==> src/rtl/load_align_unit_pkg.sv <==
// Shared definitions for the load alignment unit: funct3 load encodings, FSM state encodings
// and the misalignment rule.
package load_align_unit_pkg;

  localparam logic [2:0] F3Lb  = 3'b000;
  localparam logic [2:0] F3Lh  = 3'b001;
  localparam logic [2:0] F3Lw  = 3'b010;
  localparam logic [2:0] F3Lbu = 3'b100;
  localparam logic [2:0] F3Lhu = 3'b101;

  localparam logic [2:0] StIdle  = 3'd0;
  localparam logic [2:0] StReq0  = 3'd1;
  localparam logic [2:0] StWait0 = 3'd2;
  localparam logic [2:0] StReq1  = 3'd3;
  localparam logic [2:0] StWait1 = 3'd4;
  localparam logic [2:0] StResp  = 3'd5;

  function automatic logic is_legal_load(input logic [2:0] funct3);
    case (funct3)
      F3Lb, F3Lh, F3Lw, F3Lbu, F3Lhu: return 1'b1;
      default:                        return 1'b0;
    endcase
  endfunction

  // True when the access crosses a word boundary and needs a second word read.
  function automatic logic is_misaligned(input logic [2:0] funct3, input logic [1:0] off);
    case (funct3)
      F3Lh, F3Lhu: return off == 2'd3;
      F3Lw:        return off != 2'd0;
      default:     return 1'b0;
    endcase
  endfunction

endpackage

==> src/rtl/load_extract.sv <==
// Combinational byte/half/word extraction from a two-word window, with sign or zero extension.
module load_extract
  import load_align_unit_pkg::*;
(
  input  logic [31:0] w0_i,
  input  logic [31:0] w1_i,
  input  logic [1:0]  off_i,
  input  logic [2:0]  funct3_i,
  output logic [31:0] data_o
);

  logic [63:0] dword;
  logic [31:0] x;

  always_comb begin
    dword = {w1_i, w0_i} >> {off_i, 3'b000};
    x     = dword[31:0];
    case (funct3_i)
      F3Lb:    data_o = {{24{x[7]}}, x[7:0]};
      F3Lbu:   data_o = {24'b0, x[7:0]};
      F3Lh:    data_o = {{16{x[15]}}, x[15:0]};
      F3Lhu:   data_o = {16'b0, x[15:0]};
      default: data_o = x;
    endcase
  end

endmodule

==> src/rtl/load_align_unit.sv <==
// RV32 load alignment unit: fetches one or two words from dmem, extracts and extends the
// addressed byte/half/word, and presents it to writeback with a valid/ready handshake.
module load_align_unit
  import load_align_unit_pkg::*;
#(
  parameter bit SPLIT_MISALIGNED = 1'b1
) (
  input  logic        clk_i,
  input  logic        rst_ni,
  input  logic        req_valid_i,
  output logic        req_ready_o,
  input  logic [31:0] req_addr_i,
  input  logic [2:0]  req_funct3_i,
  output logic        mem_req_valid_o,
  input  logic        mem_req_ready_i,
  output logic [31:0] mem_addr_o,
  input  logic        mem_rvalid_i,
  input  logic [31:0] mem_rdata_i,
  output logic        resp_valid_o,
  input  logic        resp_ready_i,
  output logic [31:0] resp_data_o,
  output logic        resp_err_o
);

  logic [2:0]  state_q, state_d;
  logic [31:0] addr_q, addr_d;
  logic [2:0]  funct3_q, funct3_d;
  logic [31:0] w0_q, w0_d;
  logic [31:0] data_q, data_d;
  logic        err_q, err_d;

  logic        split;
  logic [31:0] base_addr;
  logic [31:0] ext_w0, ext_w1, ext_data;

  assign split     = is_misaligned(funct3_q, addr_q[1:0]);
  assign base_addr = {addr_q[31:2], 2'b00};

  // Feed the arriving word straight into the extractor so the result registers on RESP entry.
  assign ext_w0 = (state_q == StWait0) ? mem_rdata_i : w0_q;
  assign ext_w1 = (state_q == StWait1) ? mem_rdata_i : 32'h0;

  load_extract u_extract (
    .w0_i    (ext_w0),
    .w1_i    (ext_w1),
    .off_i   (addr_q[1:0]),
    .funct3_i(funct3_q),
    .data_o  (ext_data)
  );

  always_comb begin
    state_d  = state_q;
    addr_d   = addr_q;
    funct3_d = funct3_q;
    w0_d     = w0_q;
    data_d   = data_q;
    err_d    = err_q;
    case (state_q)
      StIdle: begin
        if (req_valid_i) begin
          addr_d   = req_addr_i;
          funct3_d = req_funct3_i;
          if (!is_legal_load(req_funct3_i) ||
              (!SPLIT_MISALIGNED && is_misaligned(req_funct3_i, req_addr_i[1:0]))) begin
            state_d = StResp;
            data_d  = 32'h0;
            err_d   = 1'b1;
          end else begin
            state_d = StReq0;
          end
        end
      end
      StReq0: begin
        if (mem_req_ready_i) state_d = StWait0;
      end
      StWait0: begin
        if (mem_rvalid_i) begin
          w0_d = mem_rdata_i;
          if (split) begin
            state_d = StReq1;
          end else begin
            state_d = StResp;
            data_d  = ext_data;
            err_d   = 1'b0;
          end
        end
      end
      StReq1: begin
        if (mem_req_ready_i) state_d = StWait1;
      end
      StWait1: begin
        if (mem_rvalid_i) begin
          state_d = StResp;
          data_d  = ext_data;
          err_d   = 1'b0;
        end
      end
      StResp: begin
        if (resp_ready_i) state_d = StIdle;
      end
      default: state_d = StIdle;
    endcase
  end

  always_ff @(posedge clk_i or negedge rst_ni) begin
    if (!rst_ni) begin
      state_q  <= StIdle;
      addr_q   <= 32'h0;
      funct3_q <= 3'b000;
      w0_q     <= 32'h0;
      data_q   <= 32'h0;
      err_q    <= 1'b0;
    end else begin
      state_q  <= state_d;
      addr_q   <= addr_d;
      funct3_q <= funct3_d;
      w0_q     <= w0_d;
      data_q   <= data_d;
      err_q    <= err_d;
    end
  end

  assign req_ready_o     = (state_q == StIdle);
  assign mem_req_valid_o = (state_q == StReq0) || (state_q == StReq1);
  assign mem_addr_o      = ((state_q == StReq1) || (state_q == StWait1)) ? base_addr + 32'd4
                                                                         : base_addr;
  assign resp_valid_o    = (state_q == StResp);
  assign resp_data_o     = data_q;
  assign resp_err_o      = err_q;

endmodule

==> config.mk <==
export PLATFORM = sky130hd
export DESIGN_NAME = load_align_unit
export DESIGN_NICKNAME = d
export VERILOG_FILES = /design/src/rtl/load_align_unit_pkg.sv /design/src/rtl/load_extract.sv /design/src/rtl/load_align_unit.sv
export SDC_FILE = /design/constraint.sdc
export NUM_CORES = 1
export LEC_CHECK = 0
export ABC_AREA = 1
export CAP_MARGIN = 10
export CELL_PAD_IN_SITES_DETAIL_PLACEMENT = 0
export CELL_PAD_IN_SITES_GLOBAL_PLACEMENT = 1
export CORE_MARGIN = 2
export CORE_UTILIZATION = 34
export CTS_BUF_LIST = sky130_fd_sc_hd__clkbuf_4 sky130_fd_sc_hd__clkbuf_8 sky130_fd_sc_hd__clkbuf_16
export DETAILED_ROUTE_END_ITERATION = 12
export PLACE_DENSITY = 0.83
export RECOVER_POWER = 25
export SYNTH_ARGS = -nofsm -noshare
export SYNTH_HDL_FRONTEND = slang
export SYNTH_HIERARCHICAL = 1
export SYNTH_SLANG_ARGS = --single-unit
==> constraint.sdc <==
create_clock -name clk_i -period 2.3 [get_ports clk_i]
set_clock_uncertainty 0.2 [all_clocks]
set_input_delay 0.23 -clock clk_i [delete_from_list [all_inputs] [get_ports clk_i]]
set_output_delay 0.23 -clock clk_i [all_outputs]
set_load 0.05 [all_outputs]
==> results of run 1 <==
## path summary, 6_finish.rpt
kind / start / end / slack [ps] / depth (start not counted)
min: req_addr_i[0] / addr_q[0] / 240 / 3
min reg2reg: resp_data_o[30] / resp_data_o[30] / 270 / 2
max in group asynchronous: rst_ni / addr_q[23] / 300 / 3
max: state_q[0] / mem_addr_o[6] / -90 / 9
min in group asynchronous: rst_ni / w0_q[29] / 640 / 3
max reg2reg: state_q[2] / resp_data_o[17] / -30 / 15
## critical path, stage by stage (launching register included)
cell and delay (ps):
dfrtp_1 420, buf_6 160, nand2_1 70, nand2_2 80
nand2_4 110, buf_4 170, nor2_4 130, nand2_4 80
xnor2_4 210, buf_12 160
## flip-flops by register name (all words and copies together) (netlist names)
| name | count |
|---|---|
| resp_data_o | 32 |
| addr_q | 32 |
| funct3_q | 3 |
| w0_q | 32 |
| state_q | 3 |
| resp_err_o | 1 |
## layout make-up
class | count | area (sq um)
fillers | 1977 | 9890
multi-input cells | 770 | 4390
flip-flops and latches | 103 | 2590
repair buffers | 220 | 2480
well taps | 270 | 338
inverters | 78 | 302
clock buffers | 10 | 233
clock inverters | 6 | 70.1
diodes | 1 | 2.50
## per-stage QoR
stage	area, sq um	hold slack (ps)	setup TNS, ps	worst slack [ps]	total power, mW
3_3_place_gp	9190	165	-112	-112	13.9
4_1_cts	9780	231	-351	-63.1	16.0
6_report	10400	238	-565	-87.6	17.0
3_5_place_dp	9190	159	-84.7	-84.7	14.0
2_1_floorplan	7080	-266	-468	-234	10.0
5_1_grt	10400	253	-6070	-175	18.1
## power groups by stage
stage          clock [mW]  combinational (mW)  sequential [mW]
6_report             1.60                12.0             3.47
2_1_floorplan           0                5.86             4.18
4_1_cts              1.65                11.0             3.41
5_1_grt              1.71                12.8             3.58
3_5_place_dp            0                10.6             3.42
3_3_place_gp            0                10.5             3.41
## metal layers
layer / share of wire (%) / routed length (um) / track usage [%] / vias to the layer above
met4: 1.6 / 368 / 5.29 / 0
li1: - / - / - / 3577
met3: 5.3 / 1200 / 3.77 / 23
met5: 0 / 0 / 0 / -
met2: 47 / 10700 / 31.4 / 187
met1: 46 / 10400 / 28.6 / 3401
## repair_timing
item,in CTS,in global routing
pin swaps,12,40
endpoints found under the hold margin,103,0
endpoints found under the setup margin,32,60
buffers inserted,5,23
hold buffers,1,0
cloned,1,3
resized for setup,64,123
==> impl_metrics.yaml, run 1 <==
layout:
  post-route-util_pct: 51.3
  mostFrequentLayoutCell: "nand2_1"
  nNetsFinal: 1256
  drive_gt1_share_pct: 26.0
  layout.cells.non_filler: 1458
  most-common-layout-cells: "325 x nand2_1, 104 x clkdlybuf4s50_1, 91 x dfrtp_1"
  syn_to_final_growth_pct: 47.8
detailed_routing:
  dr.pass1.iters: 5
  wl_per_cell_um: 15.6
  routed_wl_mm: 22.7
  vias: 7188
  postRouteAntennaNets: 0
  via_per_inst: 4.93
  dr.first_iter.drc_count: 585
  drc_errors: 0
logic_synthesis:
  syn_inst: 1008
  synth_area_sq_mm: 0.00704
  syn_avg_cell_area_sq_um: 6.99
  yosysWarnings: 6
timing:
  min_period_ps: 2390
  max-slew-margin-rel_pct: 7.34
  grt_setup_unrepaired: "yes"
  hold_viol_final: 0
  max_freq_mhz: 419
  setup_ws_ps: -87.6
  setup_viol: 27
  worst_pin_slew_ps: 1390
  drv_slew: 0
  fin_crit_sh_pct: 104
clock_network:
  path_clk_slew_ps: 70
  cts_tree: "done"
  numCtsBuffers: 9
  clock-sinks: 103
  cts_buffer_depth: 2
  insertion_delay_ps: 360
  cts_max_level: 3
  clock-root-buffer: "clkbuf_16"
placement:
  dpl.hpwl_mm: 15.7
  dp.cells: 1409
  io_buffer_count: 138
  globalplace.congestion: 0.875
min_path:
  hold_class: "input pin to flip-flop"
worst_setup_path:
  startpoint_type: "flip-flop"
  crit_arrival_ps: 1960
  crit_path_max_fanout: 7
  end_kind: "primary output"
  crit_type: "flip-flop to primary output"
  required_ps: 1870
run_status:
  violations: "negative setup slack"
  status: "complete, but fails checks"
die:
  die_x_um: 148
  dieArea_sq_mm: 0.0219
  fp-row-count: 52
  die_h_um: 148
  ios: 141
  start_util_pct: 34.7
  core-area_sq_mm: 0.0203
power_and_ir_drop:
  irDropWorstVdd_mv: 0.662
  p_per_area_mw_per_mm2: 1640
  power_leakage_nw: 4.91
  power_frac_comb_pct: 70.3
  sw_frac_of_total_pct: 50.6
  seqPwrFrac_pct: 20.3
  switchingPower_mw: 8.63
  internal-power_mw: 8.41
  p_clk_share_pct: 9.4
global_routing:
  grt_pass1_wl_mm: 34.6
  grt_max_degree: 104
  grt.total_usage_pct: 20.0
  grt_overflow: 0
  antenna_found_initial: 1
  grt_pass1_vias: 6475
flow_run:
  cap_viol_max_count: 0
(Power assumes the default switching activity.)
==> run 2, diff against run 1 <==
- clock period: 2.3 -> 2 ns (I/O delays scaled with it)
==> run 2 against run 1 <==
  * Non-clock buffer count is 73 higher
  * Critical path depth up 2
  * The flow still finishes with violations (negative setup slack)
  * Routed wire length grew 19%
  * Register-to-register slack lost 350 ps
  * Global-route usage increased by 3.3 points
  * Flip-flop and latch count did not move
==> impl_metrics.yaml, run 2 (synthesized netlist as in run 1, its figures left out) <==
global_routing:
  grt_pass1_vias: 7388
  antenna_found_initial: 0
  grt_pass1_wl_mm: 40.3
  grt_overflow: 0
  grt_max_degree: 65
  grt.total_usage_pct: 23.4
timing:
  fin_crit_sh_pct: 119
  min_period_ps: 2390
  hold_viol_final: 0
  max-slew-margin-rel_pct: 38.6
  holdWs_ps: 221
  setup_viol: 102
  grt_setup_unrepaired: "yes"
  max_freq_mhz: 419
  setup_ws_ps: -386
  drv_slew: 0
  worst_pin_slew_ps: 920
power_and_ir_drop:
  switchingPower_mw: 11.4
  power_leakage_nw: 5.70
  irDropWorstVdd_mv: 0.868
  sw_frac_of_total_pct: 49.2
  p_clk_share_pct: 9.2
  power_frac_comb_pct: 73.9
  p_per_area_mw_per_mm2: 1930
  seqPwrFrac_pct: 16.9
  internal-power_mw: 11.8
layout:
  nNetsFinal: 1333
  mostFrequentLayoutCell: "nand2_1"
  most-common-layout-cells: "286 x nand2_1, 102 x dfrtp_1, 97 x clkdlybuf4s50_1"
  syn_to_final_growth_pct: 70.9
  drive_gt1_share_pct: 37.5
  layout.cells.non_filler: 1534
  finalInstanceArea_sq_mm: 0.0120
  num_antenna_cells: 0
  nFillCells: 1788
min_path:
  hold_class: "input pin to flip-flop"
die:
  dieArea_sq_mm: 0.0219
  core-area_sq_mm: 0.0203
  die_x_um: 148
  die_h_um: 148
  start_util_pct: 34.7
  ios: 141
  fp-row-count: 52
worst_setup_path:
  startpoint_type: "flip-flop"
  critPathTopFamily: "buffers and inverters"
  required_ps: 1600
  cpMaxStageDelayCell: "dfrtp_1"
  crit_path_max_fanout: 4
  crit_arrival_ps: 1990
  crit_type: "flip-flop to primary output"
  cp_num_buf_inv: 9
  cpMostUsedCell: "buf_6"
  crit_chain: "buf_6, nor2_4, buf_6, buf_6, buf_6, buf_6, inv_4, nor2_4, buf_4, buf_6, buf_12"
  end_kind: "primary output"
  slowest_delay_ps: 410
placement:
  place_area_sq_mm: 0.00965
  dp.cells: 1451
  io_buffer_count: 138
  globalplace.congestion: 0.910
  dpl.hpwl_mm: 17.0
detailed_routing:
  via_per_inst: 5.12
  dr.first_iter.drc_count: 617
  wl_per_cell_um: 17.6
  vias: 7850
  postRouteAntennaNets: 0
  routed_wl_mm: 26.9
  dr.pass1.iters: 5
  drc_errors: 0
clock_network:
  clock-sinks: 103
  path_clk_slew_ps: 70
  clock-root-buffer: "clkbuf_16"
  insertion_delay_ps: 370
  cts_max_level: 3
  cts_tree: "done"
  cts_buffer_depth: 2
  numCtsBuffers: 9
run_status:
  violations: "negative setup slack"
  status: "complete, but fails checks"
flow_run:
  cap_viol_max_count: 0
==> run 2: cell count changes in the layout (fill, tap and decap cells not counted), sizes merged <==
cell	change
clkinvlp	-2
bufbuf	+1
clkbuf	+6
clkdlybuf4s50	-7
clkinv	-1
diode	-1
buf	+72
bufinv	+2
nand2	+4
dlymetal6s2s	+2
==> run 2: routing by layer <==
metal,track usage [%],vias to the layer above,wire (um)
li1,-,3740,-
met1,33.0,3784,12000
met2,36.5,278,12600
met3,4.44,48,1550
met4,7.29,0,755
met5,0,-,0
==> run 2: cell type report <==
| cell class | instances | area [sq um] | area share [%] |
|---|---|---|---|
| Multi-Input combinational cell | 774 | 5010 | 41.7 |
| Timing Repair Buffer | 293 | 3450 | 28.7 |
| Sequential cell | 103 | 2580 | 21.4 |
| Tap cell | 270 | 338 | 2.81 |
| Inverter | 78 | 303 | 2.52 |
| Clock buffer | 11 | 246 | 2.05 |
| Clock inverter | 5 | 105 | 0.873 |
==> run 2: stage by stage <==
| step | total power, mW | setup TNS, ps | setup slack, ps | utilization, % |
|---|---|---|---|---|
| 2_1_floorplan | 11.8 | -7090 | -152 | - |
| 3_3_place_gp | 16.7 | -4530 | -181 | 47.6 |
| 3_5_place_dp | 16.8 | -5930 | -194 | 47.6 |
| 4_1_cts | 21.3 | -15770 | -307 | 55.2 |
| 5_1_grt | 24.4 | -39490 | -477 | 59.3 |
| 6_report | 23.2 | -29200 | -386 | 59.3 |
==> run 2: path summary, 6_finish.rpt <==
kind,start,to,slack [ps],depth (start not counted)
hold / removal,req_addr_i[16],addr_q[16],220,3
max in group asynchronous,rst_ni,resp_data_o[1],190,3
setup / recovery,state_q[2],req_ready_o,-390,11
setup reg to reg,state_q[2],resp_data_o[5],-380,16
min in group asynchronous,rst_ni,addr_q[2],300,2
hold reg to reg,resp_data_o[10],resp_data_o[10],280,2
==> run 2: worst reg2reg max path: stages, from the launching register on <==
cell and delay, ps:
dfrtp_1 410, buf_6 140, nor2_4 160, buf_6 130, buf_6 80, buf_6 80, buf_6 90, inv_4 40
nor2_4 150, buf_4 130, nand2_2 50, nand2_4 100, nor2_8 50, buf_12 140, clkbuf_16 160, nand3b_1 100
nand2_1 50
==> run 2: power by group through the flow <==
stage,Clock [mW],Combinational [mW],Sequential [mW]
after floorplan,0,6.92,4.84
after global routing,2.24,18.1,4.05
final,2.14,17.1,3.92
after CTS,2.18,15.2,3.86
after detailed placement,0,12.9,3.89
after global placement,0,12.8,3.86
==> run 2: what timing repair did <==
action                                  4_1_cts  5_1_grt
endpoints found under the hold margin        33        0
resized for setup                           199      151
endpoints found under the setup margin       63      104
pin swaps                                    67       73
setup buffers                                32       24
cloned                                       13        8
hold buffers                                  1        0
